<file path="src/rtl/rx_unit.sv">
// 8N1 RS-232 receiver with 16x oversampling and 3-sample mid-bit majority vote.
// Reports each byte with ready, framing-error and sticky overrun status.
module rx_unit #(
  parameter int unsigned OVERSAMPLE  = 16,
  parameter int unsigned SYNC_STAGES = 2
) (
  input  logic       clk_i,
  input  logic       reset_ni,
  input  logic       enable_i,
  input  logic       rxd_i,
  input  logic       read_i,
  output logic [7:0] data_o,
  output logic       ready_o,
  output logic       frame_err_o,
  output logic       overrun_o,
  output logic       busy_o
);

  localparam int unsigned CW = $clog2(OVERSAMPLE);
  localparam logic [CW-1:0] CntHm1 = CW'(OVERSAMPLE / 2 - 1);
  localparam logic [CW-1:0] CntH   = CW'(OVERSAMPLE / 2);
  localparam logic [CW-1:0] CntHp1 = CW'(OVERSAMPLE / 2 + 1);
  localparam logic [CW-1:0] CntMax = CW'(OVERSAMPLE - 1);

  localparam logic [2:0] StIdle  = 3'd0;
  localparam logic [2:0] StStart = 3'd1;
  localparam logic [2:0] StData  = 3'd2;
  localparam logic [2:0] StStop  = 3'd3;
  localparam logic [2:0] StBreak = 3'd4;

  logic [SYNC_STAGES-1:0] r_sync;
  logic [2:0]             r_state;
  logic [CW-1:0]          r_cnt;
  logic [2:0]             r_bit_idx;
  logic [7:0]             r_shift;
  logic                   r_s0;
  logic                   r_s1;
  logic [7:0]             r_data;
  logic                   r_ready;
  logic                   r_frame_err;
  logic                   r_overrun;

  logic          w_rxd_s;
  logic          w_vote;
  logic          w_decide;
  logic          w_complete;
  logic [CW-1:0] w_cnt_next;

  // Preset to idle-high so reset release never looks like a start edge.
  always_ff @(posedge clk_i or negedge reset_ni) begin
    if (!reset_ni) begin
      r_sync <= '1;
    end else begin
      r_sync <= {r_sync[SYNC_STAGES-2:0], rxd_i};
    end
  end

  always_comb begin
    w_rxd_s    = r_sync[SYNC_STAGES-1];
    w_vote     = (r_s0 & r_s1) | (r_s0 & w_rxd_s) | (r_s1 & w_rxd_s);
    w_decide   = enable_i && (r_cnt == CntHp1);
    w_complete = w_decide && (r_state == StStop);
    w_cnt_next = (r_cnt == CntMax) ? '0 : r_cnt + CW'(1);
  end

  always_ff @(posedge clk_i or negedge reset_ni) begin
    if (!reset_ni) begin
      r_state   <= StIdle;
      r_cnt     <= '0;
      r_bit_idx <= '0;
      r_shift   <= '0;
      r_s0      <= 1'b0;
      r_s1      <= 1'b0;
    end else if (enable_i) begin
      case (r_state)
        StIdle: begin
          if (!w_rxd_s) begin
            r_state <= StStart;
            r_cnt   <= '0;
          end
        end
        StStart, StData, StStop: begin
          r_cnt <= w_cnt_next;
          if (r_cnt == CntHm1) r_s0 <= w_rxd_s;
          if (r_cnt == CntH)   r_s1 <= w_rxd_s;
          if (w_decide) begin
            if (r_state == StStart) begin
              if (w_vote) begin
                r_state <= StIdle;
              end else begin
                r_state   <= StData;
                r_bit_idx <= '0;
              end
            end else if (r_state == StData) begin
              r_shift <= {w_vote, r_shift[7:1]};
              if (r_bit_idx == 3'd7) r_state <= StStop;
              else                   r_bit_idx <= r_bit_idx + 3'd1;
            end else begin
              // A low stop bit parks in BREAK until the line returns high.
              r_state <= w_vote ? StIdle : StBreak;
            end
          end
        end
        StBreak: begin
          if (w_rxd_s) r_state <= StIdle;
        end
        default: r_state <= StIdle;
      endcase
    end
  end

  always_ff @(posedge clk_i or negedge reset_ni) begin
    if (!reset_ni) begin
      r_data      <= '0;
      r_ready     <= 1'b0;
      r_frame_err <= 1'b0;
      r_overrun   <= 1'b0;
    end else if (w_complete) begin
      r_data      <= r_shift;
      r_frame_err <= ~w_vote;
      r_ready     <= 1'b1;
      // A read in the completion cycle consumes the old byte, so no overrun.
      if (r_ready && !read_i)     r_overrun <= 1'b1;
      else if (r_ready && read_i) r_overrun <= 1'b0;
    end else if (read_i && r_ready) begin
      r_ready   <= 1'b0;
      r_overrun <= 1'b0;
    end
  end

  assign data_o      = r_data;
  assign ready_o     = r_ready;
  assign frame_err_o = r_frame_err;
  assign overrun_o   = r_overrun;
  assign busy_o      = (r_state != StIdle);

endmodule

</file>
<file path="config.mk">
export PLATFORM = sky130hd
export DESIGN_NAME = rx_unit
export DESIGN_NICKNAME = d
export VERILOG_FILES = /design/src/rtl/rx_unit.sv
export SDC_FILE = /design/constraint.sdc
export NUM_CORES = 1
export LEC_CHECK = 0
export CORE_MARGIN = 2
export CORE_UTILIZATION = 40
export DETAILED_ROUTE_END_ITERATION = 10
export MAX_ROUTING_LAYER = met4
export PLACE_DENSITY = 0.63
export SYNTH_ARGS = -nofsm -noshare
export SYNTH_HDL_FRONTEND = slang
export SYNTH_SLANG_ARGS = --single-unit
</file>
<file path="constraint.sdc">
create_clock -name clk_i -period 1.65 [get_ports clk_i]
set_clock_uncertainty 0.2 [all_clocks]
set_input_delay 0.165 -clock clk_i [delete_from_list [all_inputs] [get_ports clk_i]]
set_output_delay 0.165 -clock clk_i [all_outputs]
set_load 0.005 [all_outputs]
</file>
After elaboration in Yosys (flattened, before gate mapping)
Cells that the tools add are included.
Widths: inputs -> output; s select.
Word-level totals
  output and inout bits: 12
  flip-flop bits (word level): 33
Operators by class
  bitwise operators: 7
  add/subtract/negate cells: 2
  mux-type cells: 21
  reductions and logical operators: 17
  eq/ne operators: 15
Operator list (number)
  $mux 3: 11
  $eq 4x4->1 const B: 3
  $ne 2x2->1 const B: 5
  $reduce_and 5->1: 2
  $pmux 3 s3: 1
  $reduce_and 3->1: 3
  $mux 4: 2
  $pmux 4 s2: 1
  $eq 3x2->1 const B: 2
  $eq 3x3->1 const B: 2
  $reduce_and 6->1: 1
  $reduce_bool 2->1: 3
  $mux 1: 5
  $add 4x1->4 const B: 1
  $eq 4x3->1 const B: 1
  $logic_and 1x1->1: 4
  $ne 4x4->1 const B: 1
  $add 3x1->3 const B: 1
  $and 1x1->1: 3
  $eq 3x1->1 const B: 1
  $logic_not 3->1: 1
  $reduce_bool 3->1: 1
  $reduce_or 3->1: 1
  $mux 2: 1
  3 further kinds: 5

Logic depth before layout (Yosys ltp)
  word-level depth: 8
  gate-level depth with buffers: 8
  mapped depth without buffers: 6

Worst setup path after synthesis
Ideal clock, no wire load.
  path type: reg2reg
  start point: reg r_cnt[0]
  end point: reg r_data[1], in the netlist data_o[1]
  path buffers: 2
  clock period less this slack: 1.811 ns
  required time: 1.325 ns
  data arrival time: 1.486 ns
  cell stages (with the launch flop): 7
  setup slack: -0.161 ns
  path through: dfrtp_1 -> ha_1 -> and3b_1 -> buf_6 -> and3_4 -> buf_6 -> mux2_4
On the way
  word-level cells in the longest chain between the ends: 3
RTL lines
  start: declaration: line 33  | logic [CW-1:0] r_cnt;
  start signal: assignment: line 83  | r_cnt <= w_cnt_next;
  $eq 4x4->1: line 61  | w_decide = enable_i && (r_cnt == CntHp1);
  $logic_and 1x1->1: line 61
  $logic_and 1x1->1: line 62  | w_complete = w_decide && (r_state == StStop);
  end signal: assignment: line 119  | r_data <= r_shift;
  end: declaration: line 38  | logic [7:0] r_data;
No other way between the ends.
A chain may end at the register's enable or synchronous reset.

Final worst setup path
  start point: reg r_cnt[1]
  end point: reg r_bit_idx[2]
On the way
  word-level cells in the longest chain between the ends: 3
RTL lines
  $eq 4x4->1: line 61
  $logic_and 1x1->1: line 61
  $reduce_and 6->1 (no source line)
  end signal: assignment: line 97  | else r_bit_idx <= r_bit_idx + 3'd1;
  end: declaration: line 34  | logic [2:0] r_bit_idx;
No other way between the ends.

==> implementation parameters <==
Parameter                              Value

Routing
  Post-DR vias/cell    5.03
  Count of nets left with antenna violations after detail routing    0
  DR iter-0 viols    102
  Via count    1067
  Routed length per instance    14.3 um
  Total wire length    3030 um
  Total iterations of the first detailed-routing run    4
  DRC violations left    0

Yosys
  Cell area after synthesis    0.00152 mm2
  Number of instances in the synthesized netlist    120
  Sequential-to-total area share from yosys stat    54.4%
  Fraction of registers with async set or reset after synthesis    100%
  Number of enable-type register cells in the synthesized netlist    0
  Top post-synthesis cells by area    dfrtp_1 (51%), mux2_2 (8.9%), mux2_4 (5.9%), ha_1 (4.1%), dfstp_2 (3.4%)
  Proportion of netlist area held by the largest area contributor    50.9%
  #FFs+latches synth    33
  Post-synthesis average cell area    12.7 um2
  Total of warnings raised by yosys    0
  Syn nets    130
  Distinct cell type count after synthesis    32
  Cell type contributing the most total cell area after synthesis    dfrtp_1
  Cell types with the highest counts after synthesis    dfrtp_1 (31), mux2_2 (12), inv_1 (8), o21ai_0 (8), nor2_1 (7)
  Top-count cell post-synth    dfrtp_1
  Prevailing post-synth register cell    dfrtp_1

Timing
  Setup violations, final    19
  PnR worst setup slack    -84.5 ps
  Actual slew at the worst max-slew pin    334 ps
  Normalized max-slew margin    77.6%
  Max-slew violation count    0
  Minimum clock period    1730 ps
  Total negative setup slack    -1390 ps
  Max Fclk    577 MHz
  Portion of the clock cycle consumed by the worst path in the final layout    105%
  Hold Worst Slack    44.2 ps
  Number of hold violations in the final report    0
  Unrepaired setup endpoints after global routing    true

Setup path
  Launching element of the worst setup path    r_cnt[1]
  Worst path cell trace    inv_2 > ha_4 > and3b_2 > buf_6 > o2111ai_4 > mux2_4
  Worst Setup End Kind    flop
  Setup slack, reg-to-reg    -80 ps
  Required time at the endpoint of the critical path    1620 ps
  Worst setup SP type    flop
  Slowest Stage Delay on Critical Path    390 ps
  R2R cell count    6
  Category of the critical setup timing path    flop to flop
  Worst-path fanout max    4
  Endpoint of the worst setup timing path    r_bit_idx[2]
  Worst r2r dst    r_bit_idx[2]
  Signal arrival time at the worst endpoint    1700 ps
  Start of the worst register-to-register path    r_cnt[1]
  Worst-path cell with the longest stage delay    dfrtp_1

Finish
  Final Net Count    173
  Synth-to-layout area growth    38.8%
  Total non-filler cell area in the finished layout    0.00212 mm2
  Antenna diode instance count    0
  Post-layout util    57.8%
  Share of final-layout standard cells stronger than drive strength 1    47.6%

Clock network
  Clock-pin slew reported for the worst setup and hold paths after clock tree synthesis    70 ps
  Max clock buf depth    2
  TritonCTS Buffers    5
  Cell at the root of the clock tree    clkbuf_8
  H-tree level count    2
  Clock tree from TritonCTS    done
  Clock latency reported for the late side of the worst-skew pair    290 ps
  Number of clock sinks    33

Placed design
  Final estimated routing congestion in global placement    0.862
  Detailed placement HPWL    1920 um
  Worst setup slack before clock tree synthesis    -166 ps
  Post-detailed-placement cell area    0.00187 mm2
  Port-buffer cells    16

Die
  Die outline width    65.7 um
  Area of the core region    0.00366 mm2
  Standard-cell rows    22
  Starting density of the core    41.6%
  Number of I/O pins    17
  Area of the die    0.00432 mm2
  Vertical die dimension    65.7 um

Flow run
  Max_cap viols    0

Hold path
  Classification of the worst-slack hold path    primary input to async pin

Global route
  Pin count of the biggest net entering global routing    34
  GR Overflow Total    0
  Initial antenna violation count    0
  Wire length of the first global-routing pass    5000 um
  Tot GR Track Use    16.3%
  Vias in the first global route    1102

Power
  Peak ir drop on the vdd network    0.670 mV
  Power density over cell area    1110 mW/mm2
  Leak Pwr    0.977 nW

Outcome
  Outcome    complete, but fails checks
  Violated checks    negative setup slack
-- layout make-up --
class | count | area, um2
timing repair buffer | 38 | 357
clock buffer | 5 | 68.8
fill | 293 | 1550
tap | 48 | 60.1
multi-input combinational | 76 | 747
clock inverter | 3 | 17.5
inverter | 9 | 33.8
sequential | 33 | 832
-- kinds of logic after synthesis --
family | count (synthesis) | share of synthesized area [%]
buffers and inverters | 12 | 4.43
AND/OR/NAND/NOR | 28 | 10.8
multiplexers | 21 | 17.0
flip-flops | 33 | 54.4
adder cells (fa/ha/maj) | 6 | 4.84
AO/OA/AOI/OAI | 20 | 8.62
-- flip-flops by register name, summed over array words and instances, names as in the netlist, named ones only --
name         cells
r_sync           2
r_s0             1
r_bit_idx        3
r_s1             1
frame_err_o      1
r_shift          8
r_state          3
r_cnt            4
data_o           8
ready_o          1
-- repair_timing --
item	in CTS	in global routing
setup buffers	3	1
cloned	1	0
hold buffers	0	0
endpoints found under the hold margin	0	0
pin swaps	3	5
setup endpoints to repair	24	31
gates resized for setup	12	23
-- critical path: cells and delay by family (launching register included) --
family                     cells  cell delay, ps
adders and majority gates      1             110
DFF                            1             390
AOI/OAI and AO/OA              1             130
muxes                          1             330
and+or+nand+nor                1             240
buffers and inverters          2             210
-- power by group --
part	total, mW	internal (mW)	switching [mW]
clock network	0.597	0.291	0.307
registers	1.03	0.934	0.0945
logic	0.719	0.402	0.317
-- how the worst min path moves through the flow --
stage | to | depth (start not counted)
2_1_floorplan | async pin | 0
3_3_place_gp | r_sync[1] | 0
3_5_place_dp | r_sync[1] | 0
4_1_cts | data_o[3] | 2
5_1_grt | data_o[4] | 2
6_report | frame_err_o | 2
-- per-stage QoR --
stage               std cells  total power, mW
detailed placement        199             1.58
CTS                       211             2.26
global placement          199             1.55
global route              212             2.51
floorplan                 120             1.32
finish                    212             2.34
-- per-layer routing --
layer	vias up	global-route usage [%]	wire, um
li1	508	-	-
met1	522	19.3	1360
met2	29	23.6	1480
met3	8	5.82	124
met4	0	10.2	71
met5	-	-	0
-- cell usage in the layout, fill, tap and decap left out, drive strengths merged --
master,n
and3,2
a21boi,1
o2111ai,1
mux2,21
nor3,2
clkdlybuf4s50,15
o22ai,2
maj3,1
and3b,2
nor2,9
clkinv,2
clkinvlp,1
a21o,1
nor2b,2
a31oi,1
nand4b,1
nand4,1
inv,9
clkbuf,5
nand3,1
ha,5
nand2,6
dfrtp,31
a21oi,3
or4,1
a32oi,2
buf,22
dfstp,2
clkdlybuf4s15,1
o21ai,8
a22o,1
nand2b,2
Note: power is estimated with default switching activity, not from simulation.
